## config.mk

```make
export PLATFORM = sky130hd
export DESIGN_NAME = key_press_conditioner
export DESIGN_NICKNAME = d
export VERILOG_FILES = /design/src/rtl/key_press_conditioner.sv
export SDC_FILE = /design/constraint.sdc
export NUM_CORES = 1
export LEC_CHECK = 0
export CORE_MARGIN = 4
export CORE_UTILIZATION = 53
export CTS_BUF_LIST = sky130_fd_sc_hd__clkbuf_4 sky130_fd_sc_hd__clkbuf_8 sky130_fd_sc_hd__clkbuf_16
export DETAILED_ROUTE_END_ITERATION = 10
export GPL_ROUTABILITY_DRIVEN = 0
export PLACE_DENSITY = 0.87
export SYNTH_ARGS = -nofsm -noshare
export SYNTH_HDL_FRONTEND = slang
export SYNTH_SLANG_ARGS = --single-unit
```

## constraint.sdc

```tcl
create_clock -name clk -period 4.5 [get_ports clk]
set_clock_uncertainty 0.1 [all_clocks]
set_input_delay 0.45 -clock clk [delete_from_list [all_inputs] [get_ports clk]]
set_output_delay 0.45 -clock clk [all_outputs]
set_load 0.02 [all_outputs]
```

## src/rtl/key_press_conditioner.sv

```systemverilog
// ============================================================================
// Module  : key_press_conditioner
// Purpose : Turns a raw, bouncy, active-low pushbutton into clean one-cycle press pulses,
//           a debounced held level and a modulo-256 press count. Optional auto-repeat
//           is enabled by defining KEY_AUTOREPEAT_EN.
// Revision: 1.0 - initial release
// ============================================================================
`default_nettype none

module key_press_conditioner #(
    parameter int DEBOUNCE_CYCLES = 8,
    parameter int CNT_W           = 4
`ifdef KEY_AUTOREPEAT_EN
    ,
    parameter int REPEAT_DELAY    = 384,
    parameter int REPEAT_PERIOD   = 76,
    parameter int RPT_W           = 9
`endif
) (
    input  logic       clk,
    input  logic       reset,
    input  logic       key_n,
    output logic       press,
    output logic       held,
    output logic [7:0] press_count
);

`ifdef KEY_AUTOREPEAT_EN
    typedef enum logic [1:0] {
        ST_IDLE   = 2'd0,
        ST_DOWN   = 2'd1,
        ST_REPEAT = 2'd2
    } state_t;
`else
    typedef enum logic {
        ST_IDLE = 1'b0,
        ST_DOWN = 1'b1
    } state_t;
`endif

    logic             sync1_q, sync1_d;
    logic             sync2_q, sync2_d;
    logic [CNT_W-1:0] dcnt_q, dcnt_d;
    logic             held_q, held_d;
    logic             press_q, press_d;
    logic [7:0]       count_q, count_d;
    state_t           state_q, state_d;
`ifdef KEY_AUTOREPEAT_EN
    logic [RPT_W-1:0] rcnt_q, rcnt_d;
`endif

    // Synchroniser and debounce: held changes only after the synchronised key has
    // disagreed with it for DEBOUNCE_CYCLES+1 consecutive edges.
    always_comb begin
        sync1_d = ~key_n;
        sync2_d = sync1_q;
        dcnt_d  = '0;
        held_d  = held_q;
        if (sync2_q != held_q) begin
            if (dcnt_q == CNT_W'(DEBOUNCE_CYCLES)) begin
                held_d = ~held_q;
            end else begin
                dcnt_d = dcnt_q + CNT_W'(1);
            end
        end
    end

    // Press FSM reacts to the debounced level in the same edge it changes.
    always_comb begin
        state_d = state_q;
        press_d = 1'b0;
        count_d = count_q;
`ifdef KEY_AUTOREPEAT_EN
        rcnt_d  = rcnt_q;
`endif
        case (state_q)
            ST_IDLE: begin
                if (held_d) begin
                    state_d = ST_DOWN;
                    press_d = 1'b1;
`ifdef KEY_AUTOREPEAT_EN
                    rcnt_d  = '0;
`endif
                end
            end
            ST_DOWN: begin
                if (!held_d) begin
                    state_d = ST_IDLE;
                end
`ifdef KEY_AUTOREPEAT_EN
                else if (rcnt_q == RPT_W'(REPEAT_DELAY - 1)) begin
                    state_d = ST_REPEAT;
                    press_d = 1'b1;
                    rcnt_d  = '0;
                end else begin
                    rcnt_d = rcnt_q + RPT_W'(1);
                end
`endif
            end
`ifdef KEY_AUTOREPEAT_EN
            ST_REPEAT: begin
                if (!held_d) begin
                    state_d = ST_IDLE;
                end else if (rcnt_q == RPT_W'(REPEAT_PERIOD - 1)) begin
                    press_d = 1'b1;
                    rcnt_d  = '0;
                end else begin
                    rcnt_d = rcnt_q + RPT_W'(1);
                end
            end
`endif
            default: state_d = ST_IDLE;
        endcase
        if (press_d) begin
            count_d = count_q + 8'd1;
        end
    end

    always_ff @(posedge clk or posedge reset) begin
        if (reset) begin
            sync1_q <= 1'b0;
            sync2_q <= 1'b0;
            dcnt_q  <= '0;
            held_q  <= 1'b0;
            press_q <= 1'b0;
            count_q <= 8'd0;
            state_q <= ST_IDLE;
`ifdef KEY_AUTOREPEAT_EN
            rcnt_q  <= '0;
`endif
        end else begin
            sync1_q <= sync1_d;
            sync2_q <= sync2_d;
            dcnt_q  <= dcnt_d;
            held_q  <= held_d;
            press_q <= press_d;
            count_q <= count_d;
            state_q <= state_d;
`ifdef KEY_AUTOREPEAT_EN
            rcnt_q  <= rcnt_d;
`endif
        end
    end

    assign press       = press_q;
    assign held        = held_q;
    assign press_count = count_q;

endmodule

`default_nettype wire
```

==> impl_table.tex <==
\begin{tabular}{lr}
\hline
Metric & Value \\
\hline
\multicolumn{2}{l}{\textbf{Synthesis}} \\
\quad Gate count after technology mapping & 59 \\
\quad Post-synth net total & 65 \\
\quad Mean Syn Cell Area & 12.58 um2 \\
\quad Number of synthesized register bits & 16 \\
\quad Share of synthesized area occupied by flip-flops and latches & 53.96\% \\
\quad Area of the mapped netlist & 742.0 um2 \\
\quad Distinct cells, synth & 23 \\
\quad Warnings from Yosys & 0 \\
\multicolumn{2}{l}{\textbf{GRT}} \\
\quad GR Overflow Total & 0 \\
\quad All-Layer GR Usage & 14.14\% \\
\quad Largest net degree at the start of global routing & 17 \\
\quad Wire length of the first global-routing pass & 2.028 mm \\
\quad Initial antenna violation count & 0 \\
\quad Number of global-route vias before repair & 476 \\
\multicolumn{2}{l}{\textbf{Run status}} \\
\quad Status & finished, final reports clean \\
\multicolumn{2}{l}{\textbf{STA}} \\
\quad Post-route worst setup slack & 2500 ps \\
\quad Final number of hold-violating endpoints & 0 \\
\quad Pin slew with the least headroom to its limit & 576.8 ps \\
\quad Final setup violation count & 0 \\
\quad Period Utilization, post-route & 44.45\% \\
\quad Max frequency & 499.9 MHz \\
\quad Max Slew Vio Count & 0 \\
\quad Tmin final & 2000 ps \\
\quad RSZ-0062 raised after global routing & false \\
\quad Worst slew margin & 61.50\% \\
\quad Setup total negative slack & 0 ps \\
\multicolumn{2}{l}{\textbf{Setup path}} \\
\quad Required time of the worst setup path & 3950 ps \\
\quad Maximum fanout count along the critical path & 6 \\
\quad Type of the worst setup path & reg2out \\
\quad End of the worst register-to-register path & press\_count[1] \\
\quad Critical path data arrival time & 1450 ps \\
\quad Category of the worst setup path launch point & register \\
\quad Number of gates on the worst path with buffers counted & 1 \\
\quad Cell type of the slowest stage on the worst timing path & clkdlybuf4s50\_1 \\
\quad Kind of capture point of the worst setup path & output port \\
\quad Crit path buffers/inverters & 1 \\
\quad Largest delay share family, worst path & buffers and inverters \\
\quad R2R cell count & 5 \\
\quad Reg2reg setup slack & 2810 ps \\
\quad Reg-to-reg critical path startpoint & dcnt\_q[0] \\
\quad Ordered cell list for the critical path & clkdlybuf4s50\_1 \\
\quad Critical Path Max Stage Delay & 670 ps \\
\quad Setup crit start & held \\
\quad End of the critical path & held \\
\multicolumn{2}{l}{\textbf{Drt}} \\
\quad Vias per Instance & 5.169 \\
\quad Total detailed-routing wirelength & 1.202 mm \\
\quad Total iterations of the first detailed-routing run & 2 \\
\quad Number of DRC violations after detailed-routing iteration 0 & 4 \\
\quad Detailed-route DRC error count & 0 \\
\quad Routed wire length per instance & 13.51 um \\
\quad Total via count after detailed routing & 460 \\
\quad Remaining antenna violation count after routing & 0 \\
\multicolumn{2}{l}{\textbf{Placement}} \\
\quad Worst Setup Slack post-DPL & 2809 ps \\
\quad Post-detail-place hpwl & 894.7 um \\
\quad Count of input and output buffers & 12 \\
\quad Post-placement cell count & 86 \\
\multicolumn{2}{l}{\textbf{Clock tree}} \\
\quad Inserted Clock Buffers & 3 \\
\quad Clock Sink Count & 16 \\
\quad H-tree depth & 1 \\
\quad Quantity of hold-fixing buffers added after cts & 0 \\
\quad Number of buffers inserted by post-CTS setup repair & 0 \\
\quad Number of gates resized after CTS & 0 \\
\quad Root buffer cell & clkbuf\_4 \\
\quad Maximum buffer depth of the clock tree & 2 \\
\quad Insertion delay to the later sink of the worst-skew pair & 290 ps \\
\quad Clock Pin Slew Worst Setup and Hold Paths & 90 ps \\
\quad TritonCTS clock tree & yes \\
\multicolumn{2}{l}{\textbf{Pwr}} \\
\quad Internal power contribution & 0.0002037 W \\
\quad Psw & 0.00007323 W \\
\quad Leakage dissipation & 0.4557 nW \\
\quad Net switching share of the total power & 26.44\% \\
\quad Proportion of power drawn by flip-flops and latches & 59.1\% \\
\quad Cell area power density & 306.6 mW/mm2 \\
\quad Clock group share of total power & 26.9\% \\
\quad Power share of the combinational group & 14.0\% \\
\quad Max VDD drop & 0.0001678 V \\
\multicolumn{2}{l}{\textbf{Final layout}} \\
\quad Area growth from synthesis to final layout & 21.75\% \\
\quad Final Instance Count excl. Fillers & 89 \\
\quad NumNets Final & 82 \\
\quad \# diodes & 0 \\
\quad Layout cell share with drive strength beyond 1 & 14.86\% \\
\multicolumn{2}{l}{\textbf{Die}} \\
\quad Core area & 0.001318 mm2 \\
\quad Row Count & 13 \\
\quad Starting density of the core & 56.32\% \\
\quad I/O pin cnt & 13 \\
\quad Die Span Y & 45.42 um \\
\quad Die area & 0.002063 mm2 \\
\quad Horizontal die dimension & 45.42 um \\
\multicolumn{2}{l}{\textbf{Run}} \\
\quad Max-cap violations & 0 \\
\multicolumn{2}{l}{\textbf{Worst hold path}} \\
\quad Worst min-delay path category & reg2reg \\
\hline
\end{tabular}
==> worst min-delay path by stage <==
| stage | start | end | slack (ps) | cells past startpoint |
|---|---|---|---|---|
| final | sync1_q | sync2_q | 260 | 0 |
| after global routing | sync1_q | sync2_q | 270 | 0 |
| after CTS | sync1_q | sync2_q | 270 | 0 |
| after detailed placement | sync1_q | sync2_q | 240 | 0 |
| after global placement | sync1_q | sync2_q | 240 | 0 |
| after floorplan | sync1_q | sync2_q | 230 | 0 |
==> Yosys cell counts <==
cell	count	area share, %
a21boi_0	1	1.0
a21oi_1	2	1.3
and2_2	1	1.0
and3b_2	1	1.3
dfrtp_1	16	54
ha_1	3	5.1
inv_1	6	3.0
mux2_2	2	3.0
mux2i_1	1	1.3
nand2_1	2	1.0
nand3_1	1	0.67
nand3b_4	2	5.4
nand4_1	1	0.84
nor2_1	2	1.0
nor2b_1	1	0.84
nor3_1	1	0.67
nor3b_4	1	2.5
nor4_1	4	3.4
nor4b_1	1	1.2
o21ai_0	1	0.67
or3b_2	1	1.2
xnor2_1	2	2.4
xor2_1	6	7.1
==> through the flow <==
step	util, %	power (W)	cell area [um2]	hold WS (ps)
3_5_place_dp	66.86	0.0002058	880.8	243.4
5_1_grt	68.57	0.0002946	903.4	273.0
4_1_cts	68.57	0.0002818	903.4	265.1
3_3_place_gp	66.86	0.0002045	880.8	240.1
2_1_floorplan	-	0.0001930	742.0	231.2
6_report	68.57	0.0002769	903.4	261.2
==> sequential cells by signal (all words and copies together), names as in the netlist <==
name / flops
press: 1
sync2_q: 1
held: 1
press_count: 8
sync1_q: 1
dcnt_q: 4
==> power by group through the flow <==
stage	Combinational (W)	Sequential [W]	Clock [W]
after global placement	0.0000389	0.000166	0
after global routing	0.0000457	0.000165	0.0000837
after CTS	0.0000400	0.000164	0.0000782
after floorplan	0.0000267	0.000166	0
after detailed placement	0.0000396	0.000166	0
final	0.0000387	0.000164	0.0000746
==> cell usage in the layout (no fill, tap or decap), types with 2 or more instances in the layout <==
cell	n
clkdlybuf4s50_1	12
nand2_1	2
mux2_2	2
ha_1	3
clkbuf_4	3
nand3b_4	2
xnor2_1	2
xor2_1	6
dfrtp_1	16
a21oi_1	2
nor4_1	4
inv_1	6
nor2_1	2
==> final cells by class <==
cell class,instances,area (um2)
fillers,106,414.1
repair buffers,12,120.1
inverters,6,22.52
flip-flops and latches,16,400.4
clock buffers,3,22.52
well taps,15,18.77
multi-input cells,37,319.1
==> cells by family (layout without fill, tap and decap cells) <==
logic type,after synthesis,count (layout),share of synthesized area (%)
muxes,3,3,4.384
DFF,16,16,53.96
xor gates and xnor gates,8,8,9.444
AOI/OAI and AO/OA,4,4,3.035
buffers and inverters,6,21,3.035
and+or+nand+nor,19,19,21.08
adders and majority gates,3,3,5.060
==> per-layer routing <==
metal | up-vias | track usage (%) | wire length (um)
met5 | - | 0 | 0
met4 | 0 | 10.53 | 24
met3 | 2 | 2.767 | 53
met2 | 11 | 19.78 | 521
met1 | 214 | 19.10 | 602
li1 | 233 | - | -
Power figures use the tool's default switching activity.
